**src/rtl/decade_cascade_ctrl.sv**
```systemverilog
// decade_cascade_ctrl: run/pause/clear sequencer driving a two-digit decade counter cascade
module decade_cascade_ctrl #(
  parameter int TICK_DIV = 10,
  parameter int DIV_W = 16
) (
  input  logic       clk,
  input  logic       rst,
  input  logic       start,
  input  logic       stop,
  input  logic       clear,
  input  logic [3:0] target_units,
  input  logic [3:0] target_tens,
  input  logic [3:0] cnt_units,
  input  logic [3:0] cnt_tens,
  output logic       en_units,
  output logic       en_tens,
  output logic       cnt_rst,
  output logic       busy,
  output logic       done,
  output logic [1:0] state
);
  typedef enum logic [1:0] {IDLE = 2'd0, RUN = 2'd1, PAUSE = 2'd2, DONE = 2'd3} state_t;
  localparam logic [DIV_W-1:0] LAST = DIV_W'(TICK_DIV - 1);
  state_t state_q, state_d;
  logic [DIV_W-1:0] presc_q, presc_d;
  logic cnt_rst_q, busy_q, done_q;
  logic [3:0] tgt_u, tgt_t;
  logic match, run;
  assign tgt_u = target_units > 4'd9 ? 4'd9 : target_units;
  assign tgt_t = target_tens > 4'd9 ? 4'd9 : target_tens;
  assign match = {cnt_tens, cnt_units} == {tgt_t, tgt_u};
  assign run = state_q == RUN;
  assign en_units = run && presc_q == LAST && !match && !stop && !clear;
  assign en_tens = en_units && cnt_units == 4'd9;
  assign cnt_rst = cnt_rst_q;
  assign busy = busy_q;
  assign done = done_q;
  assign state = state_q;
  // next state and prescaler; a stop freezes presc so a suppressed tick fires right after resume
  always_comb begin
    state_d = clear ? IDLE :
              (state_q == IDLE && start) ? RUN :
              (run && stop) ? PAUSE :
              (run && match) ? DONE :
              (state_q == PAUSE && start) ? RUN : state_q;
    presc_d = (clear || (state_q == IDLE && start)) ? '0 :
              (run && !stop) ? (presc_q == LAST ? '0 : presc_q + 1'b1) : presc_q;
  end
  // state, prescaler and registered status outputs; cnt_rst pulses low for one cycle after clear
  always_ff @(posedge clk) begin
    if (!rst) begin
      state_q   <= IDLE;
      presc_q   <= '0;
      cnt_rst_q <= 1'b0;
      busy_q    <= 1'b0;
      done_q    <= 1'b0;
    end else begin
      state_q   <= state_d;
      presc_q   <= presc_d;
      cnt_rst_q <= !clear;
      busy_q    <= state_d == RUN;
      done_q    <= state_d == DONE;
    end
  end
endmodule

```
**config.mk**
```make
export PLATFORM = sky130hd
export DESIGN_NAME = decade_cascade_ctrl
export DESIGN_NICKNAME = d
export VERILOG_FILES = /design/src/rtl/decade_cascade_ctrl.sv
export SDC_FILE = /design/constraint.sdc
export NUM_CORES = 1
export LEC_CHECK = 0
export ABC_CLOCK_PERIOD_IN_PS = 3000
export CORE_MARGIN = 5
export CORE_UTILIZATION = 45
export CTS_CLUSTER_SIZE = 16
export DETAILED_ROUTE_END_ITERATION = 16
export PLACE_DENSITY = 0.76
export SLEW_MARGIN = 20
export SYNTH_ARGS = -nofsm -noshare
export SYNTH_HDL_FRONTEND = slang
export SYNTH_SLANG_ARGS = --single-unit
```
**constraint.sdc**
```tcl
create_clock -name clk -period 3 [get_ports clk]
set_clock_uncertainty 0.05 [all_clocks]
set_input_delay 0.3 -clock clk [delete_from_list [all_inputs] [get_ports clk]]
set_output_delay 0.3 -clock clk [all_outputs]
set_load 0.03 [all_outputs]
```
# Word level (Yosys, flattened, before mapping)

Index checks and enable logic that the tools add are counted.

Bits in registers: 21
Output and inout port bits: 7
Word-level logic and storage cells: 40
Input bits: 21

Mux-type cells: 8
Reductions and logical operators: 16
Magnitude comparators: 2
Equal/unequal tests: 7
Bitwise logic cells: 1
Add/subtract/negate cells: 1

Operator list:

| cell                    | count |
|---|---|
| $add A16 B1 Y16 const B | 1 |
| $eq A16 B4 Y1 const B   | 1 |
| $mux W16                | 1 |
| $logic_and A1 B1 Y1     | 10 |
| $mux W2                 | 5 |
| $eq A8 B8 Y1            | 1 |
| $gt A4 B4 Y1 const B    | 2 |
| $mux W4                 | 2 |
| $eq A2 B1 Y1 const B    | 2 |
| $eq A2 B2 Y1 const B    | 2 |
| $eq A4 B4 Y1 const B    | 1 |
| $logic_not A1 Y1        | 3 |
| $logic_not A2 Y1        | 1 |
| $reduce_or A2 Y1        | 1 |
| $logic_or A1 B1 Y1      | 1 |
| $not A1 Y1              | 1 |

# Longest topological paths before layout

Gate-level depths: netlist of the first run.

Depth in word-level cells: 9
Gate-level depth with buffers: 6
Mapped depth without buffers: 5

# Worst setup path before layout of the first run

OpenSTA, ideal clock, no wires.

Kind: register to output
From: register state_q[0], in the netlist state[0]
To: output en_tens
Path buffers: 1
Required time: 2650 ps
Setup slack: 255 ps
Arrival time: 2395 ps
Stages on the path, launching flop included: 6
Cells stage by stage: dfxtp_1 clkbuf_1 nor3b_2 nand4_1 or3_1 a211oi_1

Word-level cells in the longest chain between the ends: 6

RTL lines:

| element                           | line | text |
|---|---|---|
| from (decl)                       | 24   | `state_t state_q, state_d;` |
| from (signal assigned)            | 58   | `state_q <= state_d;` |
| $eq A2 B1 Y1                      | 32   | `assign run = state_q == RUN;` |
| $logic_and A1 B1 Y1 (4 in series) | 33   | `assign en_units = run && presc_q == LAST && !match && !stop && !clear;` |
| $logic_and A1 B1 Y1               | 34   | `assign en_tens = en_units && cnt_units == 4'd9;` |
| to (decl)                         | 16   | `output logic en_tens,` |

Every way passes these cells.

# Worst setup path after layout of the first run

From: register state_q[0], in the netlist state[0]
To: output en_units

Word-level cells in the longest chain between the ends: 5

RTL lines:

| element                           | line | text |
|---|---|---|
| $eq A2 B1 Y1                      | 32   |  |
| $logic_and A1 B1 Y1 (4 in series) | 33   |  |
| to (decl)                         | 15   | `output logic en_units,` |

Every way passes these cells.

==> results of run 1 <==
## placed cells by master (no fill, tap or decap), drive strengths merged, types with 2 or more instances in the layout
| cell | instances |
|---|---|
| clkdlybuf4s50 | 26 |
| dfxtp | 21 |
| nor2 | 16 |
| xnor2 | 14 |
| nand2 | 12 |
| nor4 | 9 |
| nand4 | 6 |
| inv | 5 |
| o21ai | 5 |
| nor3 | 4 |
| a21oi | 4 |
| buf | 4 |
| clkbuf | 4 |
| nand2b | 3 |
| or3 | 3 |
| o21a | 2 |
| nor2b | 2 |
| nand3b | 2 |
| a211oi | 2 |
| a31oi | 2 |
| nand3 | 2 |
| xor2 | 2 |
| ha | 2 |
| nor3b | 2 |
| or2 | 2 |
## registers in the layout, indices dropped and copies added (netlist names)
signal	flops
presc_q	16
busy	1
done	1
state	2
cnt_rst	1
## path summary, 6_finish.rpt
check | from | end | depth (start not counted)
hold reg to reg | presc_q[15] | presc_q[15] | 2
hold / removal | presc_q[15] | presc_q[15] | 2
setup reg to reg | state[0] | presc_q[13] | 4
setup / recovery | state[0] | en_units | 5
## kinds of logic after synthesis
family	count (synthesis)	synth area share
buffers and inverters	10	0.0342
DFF	21	0.359
and+or+nand+nor	68	0.318
AOI/OAI and AO/OA	24	0.148
adders and majority gates	2	0.0214
xor gates and xnor gates	16	0.120
## per-stage QoR
| stage | cells | area (sq um) |
|---|---|---|
| after floorplan | 141 | 1170 |
| after global placement | 196 | 1480 |
| after detailed placement | 196 | 1480 |
| after CTS | 200 | 1500 |
| after global routing | 200 | 1500 |
| final | 200 | 1500 |
## routing by layer
metal / wire (um) / GRT usage / part of all wire / vias up
met5: 0 / 0 / 0 / -
met4: 13 / 0.00929 / 0.0049 / 0
met3: 173 / 0.0468 / 0.065 / 4
met2: 1260 / 0.276 / 0.47 / 34
met1: 1210 / 0.203 / 0.46 / 508
li1: - / - / - / 568
## tightest hold or removal path: stages, from the launching register on
cell	delay (ns)
sky130_fd_sc_hd__dfxtp_1	0.34
sky130_fd_sc_hd__o31ai_1	0.07
sky130_fd_sc_hd__a21oi_1	0.06
## report_power, final
group	internal [mW]	switching [mW]	leakage (nW)
registers	0.281	0.00283	0.170
logic	0.0430	0.0309	0.296
clock network	0.0519	0.0810	0.0150
## cell type report
type,instances,area [sq um]
fill,227,975
multi-input combinational,110,709
sequential,21,420
timing repair buffer,30,290
tap,30,37.5
clock buffer,4,26.3
inverter,5,18.8
==> run summary, run 1 <==
The flow ran to the end, and the final reports show no timing, DRC or antenna violations. Max-cap violations in this run came to 0. Most used flip-flop cell after synthesis: sky130_fd_sc_hd__dfxtp_1. No sink is reached through more buffers than the 2 on the longest clock path. The number of global-route vias before repair was 1022; the total iterations of the first detailed-routing run was 4. For the number of hold-slack violations in the final timing report, the log shows 0. At the end of routability-driven placement, the weighted congestion stood at 0.772. After clock tree synthesis, the clock-pin slew on the worst setup and hold paths is 0.11 ns. By area the synthesized netlist is led by sky130_fd_sc_hd__dfxtp_1, sky130_fd_sc_hd__xnor2_1, sky130_fd_sc_hd__nor2_1. For the number of instances resized during post-cts repair, the log shows 0.

In the routed design, unresolved DRC markers number 0. Wires add up to 2.66 mm. The tools report the number of antenna violations at the first check in global routing as 0. Start-to-end type of the worst setup path: flop to primary output. Summed over all nets, the half-perimeter wirelength after detailed placement is 2.14 mm.

The tools report the number of nets in the finished design as 194. Of all cell types, the one taking the most synthesized area is sky130_fd_sc_hd__dfxtp_1. The kind of cell with the highest combined delay along the critical path is simple AND/OR/NAND/NOR gates. Input and output buffers added on the ports amount to 27.

For this design the ratio of total power to cell area is 327 nW/um^2. Entering global routing, the biggest net connects 17 pins. The final period utilization is 0.931, and the Yosys warning count is 0.

Total global routing track utilization: 0.159. The slowest stage of the critical path belongs to the cell sky130_fd_sc_hd__clkdlybuf4s50_1. The critical path required time came out at 2.65 ns. The first routing iteration left 56 violations. The final core area utilization is 0.607, and the overall power consumption is 491 uW.

A synthesized cell averages 8.30 sq um. After layout, the minimum clock period comes to 2.79 ns. The via density per instance was 5.57; the leakage power was 0.481 nW. The number of hold buffers added after CTS was 0. Initial core utilization: 0.472.

For this run the aggregate overflow at the end of global routing stands at 0. Walking the worst path, the cells encountered are nor3b_2 -> nand4_1 -> or3_1 -> a21oi_1 -> clkdlybuf4s50_1. Register-to-register path setup slack: 0.80 ns. The detail-routed net length per standard cell came out at 13.3 um.

The root buffer cell chosen for the clock tree is sky130_fd_sc_hd__clkbuf_4. The placeable core region is 2480 sq um, and the area of the die is 3720 sq um. The number of clock buffers added by TritonCTS is 3.

Counting every net in the synthesized netlist gives 164. Library cell with the highest instance count after synthesis: sky130_fd_sc_hd__dfxtp_1. The number of H-tree levels was 1; the aggregate negative setup slack was 0 ns. In this run the worst hold path is classified as flop to flop.

Setup repair after global routing left no endpoint under its margin. In this design, the stage delay of the slowest critical-path cell is 0.68 ns. In the synthesized netlist, the cells that appear most often are sky130_fd_sc_hd__dfxtp_1, sky130_fd_sc_hd__nor2_1, sky130_fd_sc_hd__xnor2_1. The logs give 0.286 for the tightest slew margin relative to the limit and 358 MHz for the maximum clock rate.

The buffers inserted during post-CTS setup optimization is 0, and the number of enable flip-flop cells after synthesis is 0. The first global-routing pass estimated 4.51 mm of wire. The number of antenna diodes in the final layout is 0.

The tools report the category of the worst setup path launch point as a flop. The standard-cell row count is 18. TritonCTS built the clock tree. Number of synthesized register bits: 21. The detail route stage leaves a number of antenna-violating nets equal to 0.

The total I/O pin count is 28. The final worst-path setup slack was 0.208 ns; the chip width was 61.0 um. The run gives 0 as the final number of setup-violating endpoints.

The slew at the pin closest to its max-slew limit is 1.06 ns. Hold is met by 0.454 ns. In this run, distinct cell masters in the synthesized netlist total 41. The worst IR drop on VDD was 0.000323 V; the total via count after detailed routing was 1114. STA classifies the critical path endpoint as a primary output.

Fraction of final layout cells sized beyond drive strength 1: 0.0588. Timing analysis after detailed placement gives a worst setup slack of 0.231 ns. The count of buffering cells on the critical path with inverters included was 1; the critical-path maximum fanout was 12.

The area growth from synthesis to final layout was 28.4%. The share of Yosys cell area claimed by the top area cell type is 0.359, and the height of the die is 61.0 um. The number of max-slew violations in the final report is 0, and the latest clock arrival within the worst-skew pair is 0.30 ns. In the synthesized netlist, the number of instances is 141.

For the worst setup path, the data arrival time is 2.44 ns. The clock net in this run drives a total of 21 sinks. The share of synthesized flip-flops with an asynchronous set or reset is 0, and the synthesized area is 1170 sq um. The sequential-to-total area share from yosys stat is 0.359.
Note: power is estimated with default switching activity, not from simulation.
==> inputs of run 2 (changes only) <==
--- a/config.mk
+++ b/config.mk
@@ -15,3 +15,4 @@
 export SYNTH_ARGS = -nofsm -noshare
 export SYNTH_HDL_FRONTEND = slang
 export SYNTH_SLANG_ARGS = --single-unit
+export TNS_END_PERCENT = 1
==> results of run 2 <==
Same layout as run 1: the final DEF is identical, and so are final timing and power.
==> inputs of run 3 (changes only) <==
--- a/config.mk
+++ b/config.mk
@@ -5,12 +5,14 @@
 export SDC_FILE = /design/constraint.sdc
 export NUM_CORES = 1
 export LEC_CHECK = 0
-export ABC_CLOCK_PERIOD_IN_PS = 3000
+export ABC_CLOCK_PERIOD_IN_PS = 2500
+export CELL_PAD_IN_SITES_DETAIL_PLACEMENT = 0
+export CELL_PAD_IN_SITES_GLOBAL_PLACEMENT = 1
 export CORE_MARGIN = 5
-export CORE_UTILIZATION = 45
+export CORE_UTILIZATION = 32
 export CTS_CLUSTER_SIZE = 16
 export DETAILED_ROUTE_END_ITERATION = 16
-export PLACE_DENSITY = 0.76
+export PLACE_DENSITY = 0.77
 export SLEW_MARGIN = 20
 export SYNTH_ARGS = -nofsm -noshare
 export SYNTH_HDL_FRONTEND = slang
==> constraint.sdc (replaced) <==
create_clock -name clk -period 2.5 [get_ports clk]
set_clock_uncertainty 0.05 [all_clocks]
set_input_delay 0.25 -clock clk [delete_from_list [all_inputs] [get_ports clk]]
set_output_delay 0.25 -clock clk [all_outputs]
set_load 0.03 [all_outputs]
==> run summary, run 3 (same netlist as run 1, synthesis figures left out) <==
For the final design instance area without fill, the log shows 1610 sq um. The maximum clock rate was 420 MHz; the total detailed-routing wirelength was 2.91 mm. Total power for the finished layout comes to 657 uW. The run gives 222 as the number of placed instances, taps included. At the end of routability-driven placement, the weighted congestion stood at 0.804. The run gives 0 as the number of max-slew violations in the final report. The proportion of total power due to net switching was 0.228; the pin count of the biggest net entering global routing was 17. After floorplanning, the core was sized to cover 3610 sq um. Input and output buffers added on the ports amount to 27.

The detail-routed net length per standard cell was 12.9 um. In this run the cell area measured after placement is 1560 sq um. CTS saw 21 sinks.

In this run the count of I/O pins placed on the die edge is 28. The first global-routing pass estimated 4.89 mm of wire. After floorplanning, the core was divided into 22 placement rows. Leaving out fill and tap cells, the most frequent cell in the layout is sky130_fd_sc_hd__clkdlybuf4s50_1. The number of H-tree levels is 1. The tools report the met2 capacity usage during global routing as 0.205. TritonCTS built the clock tree. Area of the die: 4970 sq um. Setup repair after global routing left no endpoint under its margin. After the flow finishes, the layout carries non-filler instances totaling 226. No sink is reached through more buffers than the 2 on the longest clock path. Compared with the post-synthesis result, the final layout area differs by 38.0%. In this run the critical register-to-register path is launched from state[0]. The reg-to-reg critical path endpoint is presc_q[15].

The number of antenna violations at the first check in global routing was 0; the internal power of the cells was 507 uW. Top register by number of flip-flops: presc_q. The critical path contains buffers and inverters numbering 2 combined. The buffer cell driving the clock tree root is sky130_fd_sc_hd__clkbuf_8. The chip width works out to 70.5 um. The total global routing track utilization came out at 0.119. For this design, the slowest cell found on the critical path is sky130_fd_sc_hd__clkdlybuf4s50_1. In this design, the stage delay of the slowest critical-path cell is 0.42 ns. The initial core utilization is 0.324. The critical-path maximum fanout was 2. The DRC violation count after routing is 0.

The logs give 0 for the number of hold buffers added after CTS and 0.137 for the met1 usage. The routed layout has 1134 vias. The run gives 3 as the total clock buffers created by CTS.

Grouping stages by cell kind, the critical path spends the most delay in buffers and inverters. The number of hold-slack violations in the final timing report is 0, and the fraction of final layout cells sized beyond drive strength 1 is 0.112. Counting I/O delays and the setup requirement, the final critical path takes 2.38 ns.

Slew at the pin closest to its max-slew limit: 0.427 ns. After detailed routing, the number of vias per cell comes to 5.02. The power density over cell area was 407 nW/um^2. In this run the register-to-register setup slack is 0.50 ns. The height of the die was 70.5 um. The critical path runs through a total of 6 cells.

The logs give 0.0475 for the met3 track utilization from global routing and 202 for the number of nets in the finished design. Adding up every negative setup slack in the final design gives 0 ns. Timing analysis after detailed placement gives a worst setup slack of -0.127 ns. The part of the total power dissipated in sequential elements is 0.515, and the switching power of the nets is 150 uW.

The buffers inserted during post-CTS setup optimization came out at 0. Once detail routing completed, the nets flagged for antenna violations numbered 0. The worst register-to-register path has a depth of 5. The critical path capture point type is a primary output. The final worst-path setup slack was 0.117 ns; the latest clock arrival within the worst-skew pair was 0.26 ns. The final number of setup-violating endpoints is 0. The combinational share of power is 0.148.

Across the run, the number of max-cap violations was 0. The register with the most flip-flops in the layout has 16 of them. The category of the worst setup path launch point is an input port. The portion of total power attributed to the clock network was 0.337. The number of global-route vias before repair came out at 1122. For the worst setup path, the data required time is 2.20 ns.

The tightest slew margin relative to the limit is 0.715. Leaving out fill and tap cells, the most frequent cells in the layout are sky130_fd_sc_hd__clkdlybuf4s50_1, sky130_fd_sc_hd__dfxtp_1, sky130_fd_sc_hd__nor2_1. The HPWL after detailed placement is 2.24 mm. The repair_antennas step left the layout with diodes totalling 0. The number of instances resized during post-cts repair is 1.

The critical path starts at target_tens[2]. In this run the static leakage power is 0.537 nW. Clock-pin slew was measured on the worst setup and hold paths at 0.07 ns. Walking the worst path, the cells encountered are clkdlybuf4s50_1 -> o21a_1 -> or3_1 -> a2111oi_2 -> a21oi_1 -> dlygate4sd2_1. The total iterations of the first detailed-routing run is 4. By startpoint and endpoint, the worst setup path is classified as input port to primary output.

The endpoint arrival time on the critical path is 2.08 ns. For the worst IR drop on VDD, the log shows 0.000212 V. The number of violations reported at the end of detailed-routing iteration 0 is 52.

The flow ran to the end, and the final reports show no timing, DRC or antenna violations. The overflow left after global routing is 0. The critical path ends at en_units.

Final period utilization: 0.953. The min-delay analysis places its worst path in the category flop to flop. The most utilized layer in the global route result is met2.
run 3: changes by cell type in the layout (fill, tap and decap cells not counted), sizes merged:
| cell | previous run | this run |
|---|---|---|
| clkdlybuf4s50 | 26 | 25 |
| buf | 4 | 12 |
| dlygate4sd2 | 0 | 1 |
run 3: power by group through the flow:
stage	Combinational [mW]	Clock, mW	Sequential [mW]
after floorplan	0.0357	0	0.352
after global placement	0.0958	0	0.346
after detailed placement	0.0970	0	0.346
after CTS	0.0977	0.226	0.338
after global routing	0.104	0.239	0.339
final	0.0971	0.221	0.338
run 3: how the worst min path moves through the flow:
stage / end / slack [ns] / startpoint / cells past startpoint
floorplan: state[0] / 0.31 / stop / 1
global placement: presc_q[15] / 0.43 / presc_q[15] / 2
detailed placement: presc_q[15] / 0.45 / presc_q[15] / 2
CTS: presc_q[15] / 0.46 / presc_q[15] / 2
global route: presc_q[15] / 0.50 / presc_q[15] / 2
finish: presc_q[15] / 0.46 / presc_q[15] / 2
run 3: worst register-to-register path: cells and delay by family, from the launching register on:
family	cells	cell delay, ns
flops	1	0.34
simple gates	3	1.24
buf+inv	1	0.16
compound gates	1	0.14
run 3: final cells by class:
type	count	area, sq um
inverters	5	18.8
fillers	363	1990
repair buffers	38	349
well taps	48	60.1
multi-input cells	110	721
clock buffers	4	45.0
flip-flops and latches	21	420
run 3: per-layer routing:
metal / share of wire / vias to the layer above
met3: 0.065 / 6
met2: 0.47 / 35
met4: 0.010 / 0
met5: 0 / -
met1: 0.45 / 512
li1: - / 581
run 3: stage by stage:
| step | hold slack (ns) | utilization |
|---|---|---|
| 6_report | 0.463 | 0.448 |
| 3_5_place_dp | 0.452 | 0.434 |
| 5_1_grt | 0.496 | 0.448 |
| 4_1_cts | 0.464 | 0.446 |
| 2_1_floorplan | 0.311 | - |
| 3_3_place_gp | 0.428 | 0.434 |
